<file path="src/rtl/trng_rst_pkg.sv">
// Shared types and defaults for the TRNG software-reset sequencer.
package trng_rst_pkg;

  localparam int unsigned SYNC_STAGES_DEF = 4;
  localparam int unsigned CNT_W_DEF       = 8;

  typedef enum logic [1:0] {
    ST_IDLE   = 2'd0,
    ST_ASSERT = 2'd1,
    ST_SETTLE = 2'd2,
    ST_DONE   = 2'd3
  } seq_state_e;

endpackage

</file>
<file path="src/rtl/rng_seq_cnt.sv">
// Loadable saturating down-counter shared by the pulse and settle phases.
module rng_seq_cnt
  import trng_rst_pkg::*;
#(
  parameter int unsigned CNT_W = CNT_W_DEF
) (
  input  logic             clk,
  input  logic             sys_rst,
  input  logic             load,
  input  logic [CNT_W-1:0] load_val,
  output logic             zero
);

  localparam logic [CNT_W-1:0] CNT_ONE = CNT_W'(1);

  logic [CNT_W-1:0] count_r;

  // Load has priority; otherwise count down and hold at zero.
  always_ff @(posedge clk) begin
    if (sys_rst) begin
      count_r <= '0;
    end else if (load) begin
      count_r <= load_val;
    end else if (count_r != '0) begin
      count_r <= count_r - CNT_ONE;
    end else begin
      count_r <= count_r;
    end
  end

  assign zero = (count_r == '0);

endmodule

</file>
<file path="src/rtl/rng_rst_seq_ctrl.sv">
// TRNG software-reset sequencer: pulse the reset, wait for the synchroniser
// to settle, then signal completion while blocking datapath access.
module rng_rst_seq_ctrl
  import trng_rst_pkg::*;
#(
  parameter int unsigned SYNC_STAGES = SYNC_STAGES_DEF,
  parameter int unsigned CNT_W       = CNT_W_DEF
) (
  input  logic             clk,
  input  logic             sys_rst,
  input  logic             sw_reset_req,
  input  logic [3:0]       cfg_pulse_len,
  input  logic [CNT_W-1:0] cfg_settle_len,
  output logic             rng_sw_reset,
  output logic             rng_busy,
  output logic             rng_access_en,
  output logic             sw_reset_done,
  output logic             req_coalesced
);

  localparam logic [CNT_W-1:0] SETTLE_MIN = CNT_W'(SYNC_STAGES + 1);
  localparam logic [CNT_W-1:0] CNT_ONE    = CNT_W'(1);

  seq_state_e       state_r;
  seq_state_e       state_nxt_s;
  logic             pending_r;
  logic             pending_nxt_s;
  logic             coal_nxt_s;
  logic [CNT_W-1:0] settle_len_r;
  logic [CNT_W-1:0] settle_floor_s;
  logic [CNT_W-1:0] pulse_load_s;
  logic [CNT_W-1:0] cnt_load_val_s;
  logic             cnt_load_s;
  logic             cnt_zero_s;

  rng_seq_cnt #(
    .CNT_W (CNT_W)
  ) u_cnt (
    .clk      (clk),
    .sys_rst  (sys_rst),
    .load     (cnt_load_s),
    .load_val (cnt_load_val_s),
    .zero     (cnt_zero_s)
  );

  // Clamp the configured lengths to their legal minimums.
  always_comb begin
    pulse_load_s   = (cfg_pulse_len == 4'd0) ? '0 : CNT_W'(cfg_pulse_len - 4'd1);
    settle_floor_s = (cfg_settle_len < SETTLE_MIN) ? SETTLE_MIN : cfg_settle_len;
  end

  // Next-state, pending-flag and counter-load decisions.
  always_comb begin
    state_nxt_s    = state_r;
    pending_nxt_s  = pending_r;
    coal_nxt_s     = 1'b0;
    cnt_load_s     = 1'b0;
    cnt_load_val_s = pulse_load_s;
    case (state_r)
      ST_IDLE: begin
        if (sw_reset_req) begin
          state_nxt_s = ST_ASSERT;
          cnt_load_s  = 1'b1;
        end else begin
          state_nxt_s = ST_IDLE;
        end
      end
      ST_ASSERT: begin
        pending_nxt_s = pending_r | sw_reset_req;
        coal_nxt_s    = pending_r & sw_reset_req;
        if (cnt_zero_s) begin
          state_nxt_s    = ST_SETTLE;
          cnt_load_s     = 1'b1;
          cnt_load_val_s = settle_len_r - CNT_ONE;
        end else begin
          state_nxt_s = ST_ASSERT;
        end
      end
      ST_SETTLE: begin
        pending_nxt_s = pending_r | sw_reset_req;
        coal_nxt_s    = pending_r & sw_reset_req;
        if (cnt_zero_s) begin
          state_nxt_s = ST_DONE;
        end else begin
          state_nxt_s = ST_SETTLE;
        end
      end
      ST_DONE: begin
        // The restart consumes the pending flag; a same-cycle strobe re-arms it
        // only when the restart was already owed to an earlier request.
        pending_nxt_s = pending_r & sw_reset_req;
        if (pending_r | sw_reset_req) begin
          state_nxt_s = ST_ASSERT;
          cnt_load_s  = 1'b1;
        end else begin
          state_nxt_s = ST_IDLE;
        end
      end
      default: begin
        state_nxt_s   = ST_IDLE;
        pending_nxt_s = 1'b0;
      end
    endcase
  end

  // State, pending flag, latched settle length and registered outputs.
  always_ff @(posedge clk) begin
    if (sys_rst) begin
      state_r       <= ST_IDLE;
      pending_r     <= 1'b0;
      settle_len_r  <= '0;
      rng_sw_reset  <= 1'b0;
      rng_busy      <= 1'b0;
      rng_access_en <= 1'b1;
      sw_reset_done <= 1'b0;
      req_coalesced <= 1'b0;
    end else begin
      state_r   <= state_nxt_s;
      pending_r <= pending_nxt_s;
      if ((state_nxt_s == ST_ASSERT) && (state_r != ST_ASSERT)) begin
        settle_len_r <= settle_floor_s;
      end else begin
        settle_len_r <= settle_len_r;
      end
      rng_sw_reset  <= (state_nxt_s == ST_ASSERT);
      rng_busy      <= (state_nxt_s != ST_IDLE);
      rng_access_en <= (state_nxt_s == ST_IDLE);
      sw_reset_done <= (state_nxt_s == ST_DONE);
      req_coalesced <= coal_nxt_s;
    end
  end

endmodule

</file>
<file path="config.mk">
export PLATFORM = sky130hd
export DESIGN_NAME = rng_rst_seq_ctrl
export DESIGN_NICKNAME = d
export VERILOG_FILES = /design/src/rtl/trng_rst_pkg.sv /design/src/rtl/rng_seq_cnt.sv /design/src/rtl/rng_rst_seq_ctrl.sv
export SDC_FILE = /design/constraint.sdc
export NUM_CORES = 1
export LEC_CHECK = 0
export CELL_PAD_IN_SITES_DETAIL_PLACEMENT = 1
export CELL_PAD_IN_SITES_GLOBAL_PLACEMENT = 1
export CORE_UTILIZATION = 45
export CTS_BUF_LIST = sky130_fd_sc_hd__clkbuf_8
export DETAILED_ROUTE_END_ITERATION = 6
export PLACE_DENSITY_LB_ADDON = 0.1
export SLEW_MARGIN = 20
export SYNTH_ARGS = -nofsm -noshare
export SYNTH_HDL_FRONTEND = slang
export SYNTH_HIERARCHICAL = 1
export SYNTH_SLANG_ARGS = --single-unit
</file>
<file path="constraint.sdc">
create_clock -name clk -period 4.67 [get_ports clk]
set_input_delay 1.1675 -clock clk [delete_from_list [all_inputs] [get_ports clk]]
set_output_delay 1.1675 -clock clk [all_outputs]
set_load 0.005 [all_outputs]
</file>
# Yosys cells after proc, flatten, opt, wreduce, memory -nomap -nowiden
# Cells that the tools add are included.
# word_totals
reg_bits	24
inputBits	15
output_inout_bits	5
# op_classes
n_addsub	3
magnitude_cmp	1
n_eq_ne	6
n_mux	16
n_bitwise	3
reduce_logical	11
# ops
cell	count
$mux 8	6
$sub 8x1->8 const B	2
$logic_not 8->1	1
$lt 8x3->1 const B	1
$pmux 2 s4	1
$reduce_bool 8->1	1
$eq 2x2->1 const B	3
$mux 1	6
$reduce_bool 2->1	3
$sub 4x1->5 const B	1
$eq 2x1->1 const B	2
$logic_not 2->1	2
$logic_not 4->1	1
$reduce_or 2->1	2
$pmux 1 s3	1
$mux 2	1
$ne 2x1->1 const B	1
$pmux 1 s2	1
$and 1x1->1	1
$logic_and 1x1->1	1
$not 1->1	1
$or 1x1->1	1

# Longest topological paths before layout
# logic_depth
depth_word	5
mapped_depth	12
mapped_depth_nobuf	9

# Modules after synthesis
# The synthesis kept the hierarchy.
# by_module_without_submodules
module	n_inst	cells_per_inst	area_each_um2	seq_area_each_um2
rng_rst_seq_ctrl	1	120	949.7	320.3
rng_seq_cnt	1	53	475.5	160.2

# Worst setup path after synthesis
# No wires, ideal clock.
# synth_timing
kind	input port to flip-flop
start	input port cfg_pulse_len[2]
end	register u_cnt.count_r[2]
setup_ns	0.092
arrival_ns	2.150
required_time_ns	4.578
setup_slack_ns	2.428
stages	4
n_path_buf	0
cell_sequence	or4b_2 a31oi_1 nand2_1 o32ai_1
# synth_between
elab_chain_len	5
elab_cells_between_ends	6
# synth_rtl
element	line	source
start, declared	rng_rst_seq_ctrl.sv:12	input logic [3:0] cfg_pulse_len,
$sub 4x1->5 / $logic_not 4->1 (equally long branches)	rng_rst_seq_ctrl.sv:48	pulse_load_s = (cfg_pulse_len == 4'd0) ? '0 : CNT_W'(cfg_pulse_len - 4'd1);
$mux 8 (*)	rng_rst_seq_ctrl.sv:48	
$mux 8	rng_rst_seq_ctrl.sv:71	if (cnt_zero_s) begin
$mux 8 (*)	rng_rst_seq_ctrl.sv:59	case (state_r)
named net cnt_load_val_s[2]	rng_rst_seq_ctrl.sv:32	logic [CNT_W-1:0] cnt_load_val_s;
$mux 8 (*)	rng_seq_cnt.sv:22	end else if (load) begin
end signal, assigned	rng_seq_cnt.sv:23	count_r <= load_val;
end signal, assigned	rng_seq_cnt.sv:25	count_r <= count_r - CNT_ONE;
end signal, assigned	rng_seq_cnt.sv:27	count_r <= count_r;
end, declared	rng_seq_cnt.sv:16	logic [CNT_W-1:0] count_r;
# The timed path passes the listed nets; every way through them passes the cells marked *.
# A chain may end at the register's enable or synchronous reset.

# Worst setup path in the final report
# layout_timing
start	register u_cnt.count_r[3]
end	register u_cnt.count_r[3]
# layout_between
elab_chain_len	4
elab_cells_between_ends	10
# layout_rtl
element	line	source
$logic_not 8->1 (*)	rng_seq_cnt.sv:31	assign zero = (count_r == '0);
named net cnt_zero_s	rng_rst_seq_ctrl.sv:34	logic cnt_zero_s;
$mux 1 (*)	rng_rst_seq_ctrl.sv:71	
$pmux 1 s3 (*)	rng_rst_seq_ctrl.sv:59	
named net cnt_load_s	rng_rst_seq_ctrl.sv:33	logic cnt_load_s;
$mux 8 / $reduce_bool 2->1 (equally long branches)	n/a	
# The timed path passes the listed nets; every way through them passes the cells marked *. The select of a mux whose other input is x is not followed.

==> metrics.md <==
| Metric | Value |
|---|---|
| Die width | 58.3 um |
| Post-cts resize count | 0 |
| Routed WL | 3.43 mm |
| CTS Buffer Depth | 2 |
| Combinational group share of total power | 47.8% |
| Leakage | 0.636 nW |
| Pwr Density | 504 nW/um^2 |
| Largest net degree at the start of global routing | 25 |
| Final Hold Fails | 0 |
| Syn_area_per_cell | 8.24 um^2 |
| Critical Path RT | 4.78 ns |
| Final Max Slew Viols | 0 |
| Setup_tns | 0 ns |
| RSZ-0062 raised after global routing | no |
| Layout Nets | 214 |
| Ports | 20 |
| Critical-path maximum fanout | 14 |
| Clock power frac | 16.5% |
| Most used DFF post-synth | dfxtp_1 |
| 1st-iter DRT viols | 39 |
| Gpl congestion | 0.776 |
| Via count | 1290 |
| Async SR Flop Fraction | 0% |
| Seq/Total Area, Yosys | 33.7% |
| WL/cell | 14.6 um |
| Yosys warns | 6 |
| Dpl hpwl | 2.68 mm |
| Commonest non-fill, non-tap cell in the layout | dfxtp_1 |
| Post-Route Utilization | 56.0% |
| Clk Tree Root Cell | clkbuf_8 |
| Tcrit/Tclk final | 65.3% |
| Placed Instances | 230 |
| Die Height | 58.3 um |
| First-pass detailed-route iteration total | 4 |
| Placed Area | 1640 um^2 |
| Setup WS pre-CTS | 1.42 ns |
| Fmax | 328 MHz |
| Fill count | 362 |
| Setup violations, final | 0 |
| Cts bufs inserted | 3 |
| PnR worst setup slack | 1.62 ns |
| Hold slack final | 0.513 ns |
| Finished Cell Area | 1690 um^2 |
| GRT Residual Overflow | 0 |
| CP Data Arrival Time | 3.16 ns |
| Number of distinct library cells after synthesis | 41 |
| VDD IR max | 166 uV |
| Final ANT Viol Nets | 0 |
| CTS tree | built |
| Share of cells above drive strength 1 | 5.79% |
| FF+latch count, synth | 24 |
| Gate count after technology mapping | 173 |
| Clock Skew | 0.00497 ns |
| H-tree depth | 1 |
| PortBufs | 19 |
| Final critical-path required period | 3.05 ns |
| Post-Syn Area | 1430 um^2 |
| Max Cap Viol | 0 |
| Vias per Instance | 5.51 |
| Run status | finished clean |
| Tot Pwr | 0.854 mW |
| Crit path kind | reg -> reg |
| Initial antenna violation count | 0 |
| GRT Util Overall | 22.4% |
| Rows | 20 |
| Post-synth EDFFs | 0 |
| Worst Tran Pin Value | 0.888 ns |
| N_diodes | 0 |
| Setup crit end kind | flip-flop |
| Layout Cells excl Fill | 234 |
| Commonest cells after routing, fill and taps aside | dfxtp_1, clkdlybuf4s50_1, nor2_1 |
| Clk slew on worst S/H paths | 0.08 ns |
| Hold Buf Count CTS | 0 |
| Worst slew margin | 40.6% |
| Sw Share | 39.7% |
| Post-Syn Nets | 196 |
| Int Power | 0.515 mW |
| Psw | 0.340 mW |
| Setup bufs post-CTS | 0 |
| Syn-to-layout area delta | 18.9% |
| Drt drc | 0 |
| Die area | 3400 um^2 |
| Core Area | 3030 um^2 |
| First-pass GRT wire length | 5.80 mm |
| Skew-Pair Late Insertion Delay | 0.26 ns |
| Number of global-route vias before repair | 1316 |
| Sequential Power Share | 35.7% |
| Worst Setup Start Kind | flip-flop |
| Hold Crit Class | reg -> reg |
| Starting Density | 47.1% |
| CTS sink count | 24 |
final timing paths:
kind                                        from          endpoint  slack [ns]  cells past startpoint
worst max-delay path            u_cnt/count_r[3]  u_cnt/count_r[3]        1.62                      7
worst min-delay path             settle_len_r[5]   settle_len_r[5]        0.51                      2
worst max register to register  u_cnt/count_r[3]  u_cnt/count_r[3]        1.62                      7
worst min register to register   settle_len_r[5]   settle_len_r[5]        0.51                      2
layout make-up:
type / instances / area (um^2) / share of cell area (%)
Clock buffer: 4 / 55.1 / 3.25
Inverter: 10 / 37.5 / 2.22
Multi-Input combinational cell: 133 / 876 / 51.7
Sequential cell: 24 / 480 / 28.4
Tap cell: 44 / 55.1 / 3.25
Timing Repair Buffer: 19 / 190 / 11.2
power by group through the flow:
stage               sequential [mW]  clock (mW)  combinational (mW)
finish                        0.305       0.141               0.408
global route                  0.313       0.154               0.452
CTS                           0.307       0.145               0.413
detailed placement            0.311           0               0.408
global placement              0.308           0               0.382
floorplan                     0.300           0               0.328
critical path: stages, from the launching register on:
cell	delay (ns)
dfxtp_1	0.37
nor4_4	0.39
and4bb_1	0.56
nand2_1	0.35
o21a_1	0.21
nor2_1	0.65
or2_2	0.28
o32ai_1	0.09
cell usage after synthesis, drive strengths merged (2+ instances only):
cell type | count | area share, %
dfxtp | 24 | 34
nor2 | 16 | 4.2
a21oi | 13 | 4.6
nand2 | 13 | 3.4
nor3 | 13 | 4.9
o21ai | 12 | 4.2
inv | 10 | 2.6
ha | 8 | 7.0
clkbuf | 5 | 1.4
nand3 | 5 | 1.8
nor2b | 5 | 2.2
o21a | 5 | 2.6
xnor2 | 5 | 3.1
xor2 | 5 | 3.1
nor4 | 4 | 2.8
o32ai | 4 | 2.5
a31oi | 3 | 1.3
a211oi | 2 | 1.1
mux2i | 2 | 1.4
or4 | 2 | 1.6
flip-flops by register name (all words and copies together), names as in the netlist:
register,cells
pending_r,1
req_coalesced,1
rng_access_en,1
rng_busy,1
rng_sw_reset,1
settle_len_r,8
state_r,2
sw_reset_done,1
u_cnt/count_r,8
cell families after synthesis:
logic type / count (synthesis) / synth area share [%]
xor gates and xnor gates: 10 / 6.15
AOI/OAI and AO/OA: 46 / 20.5
buffers and inverters: 16 / 4.83
adders and majority gates: 8 / 7.02
muxes: 2 / 1.40
and+or+nand+nor: 67 / 26.3
DFF: 24 / 33.7
layer usage:
layer	wire length, um	global-route usage (%)	up-vias
li1	-	-	654
met1	1550	25.9	618
met2	1800	41.9	16
met3	60	2.90	2
met4	20	7.82	0
met5	0	0	-
Note: power is estimated with default switching activity, not from simulation.
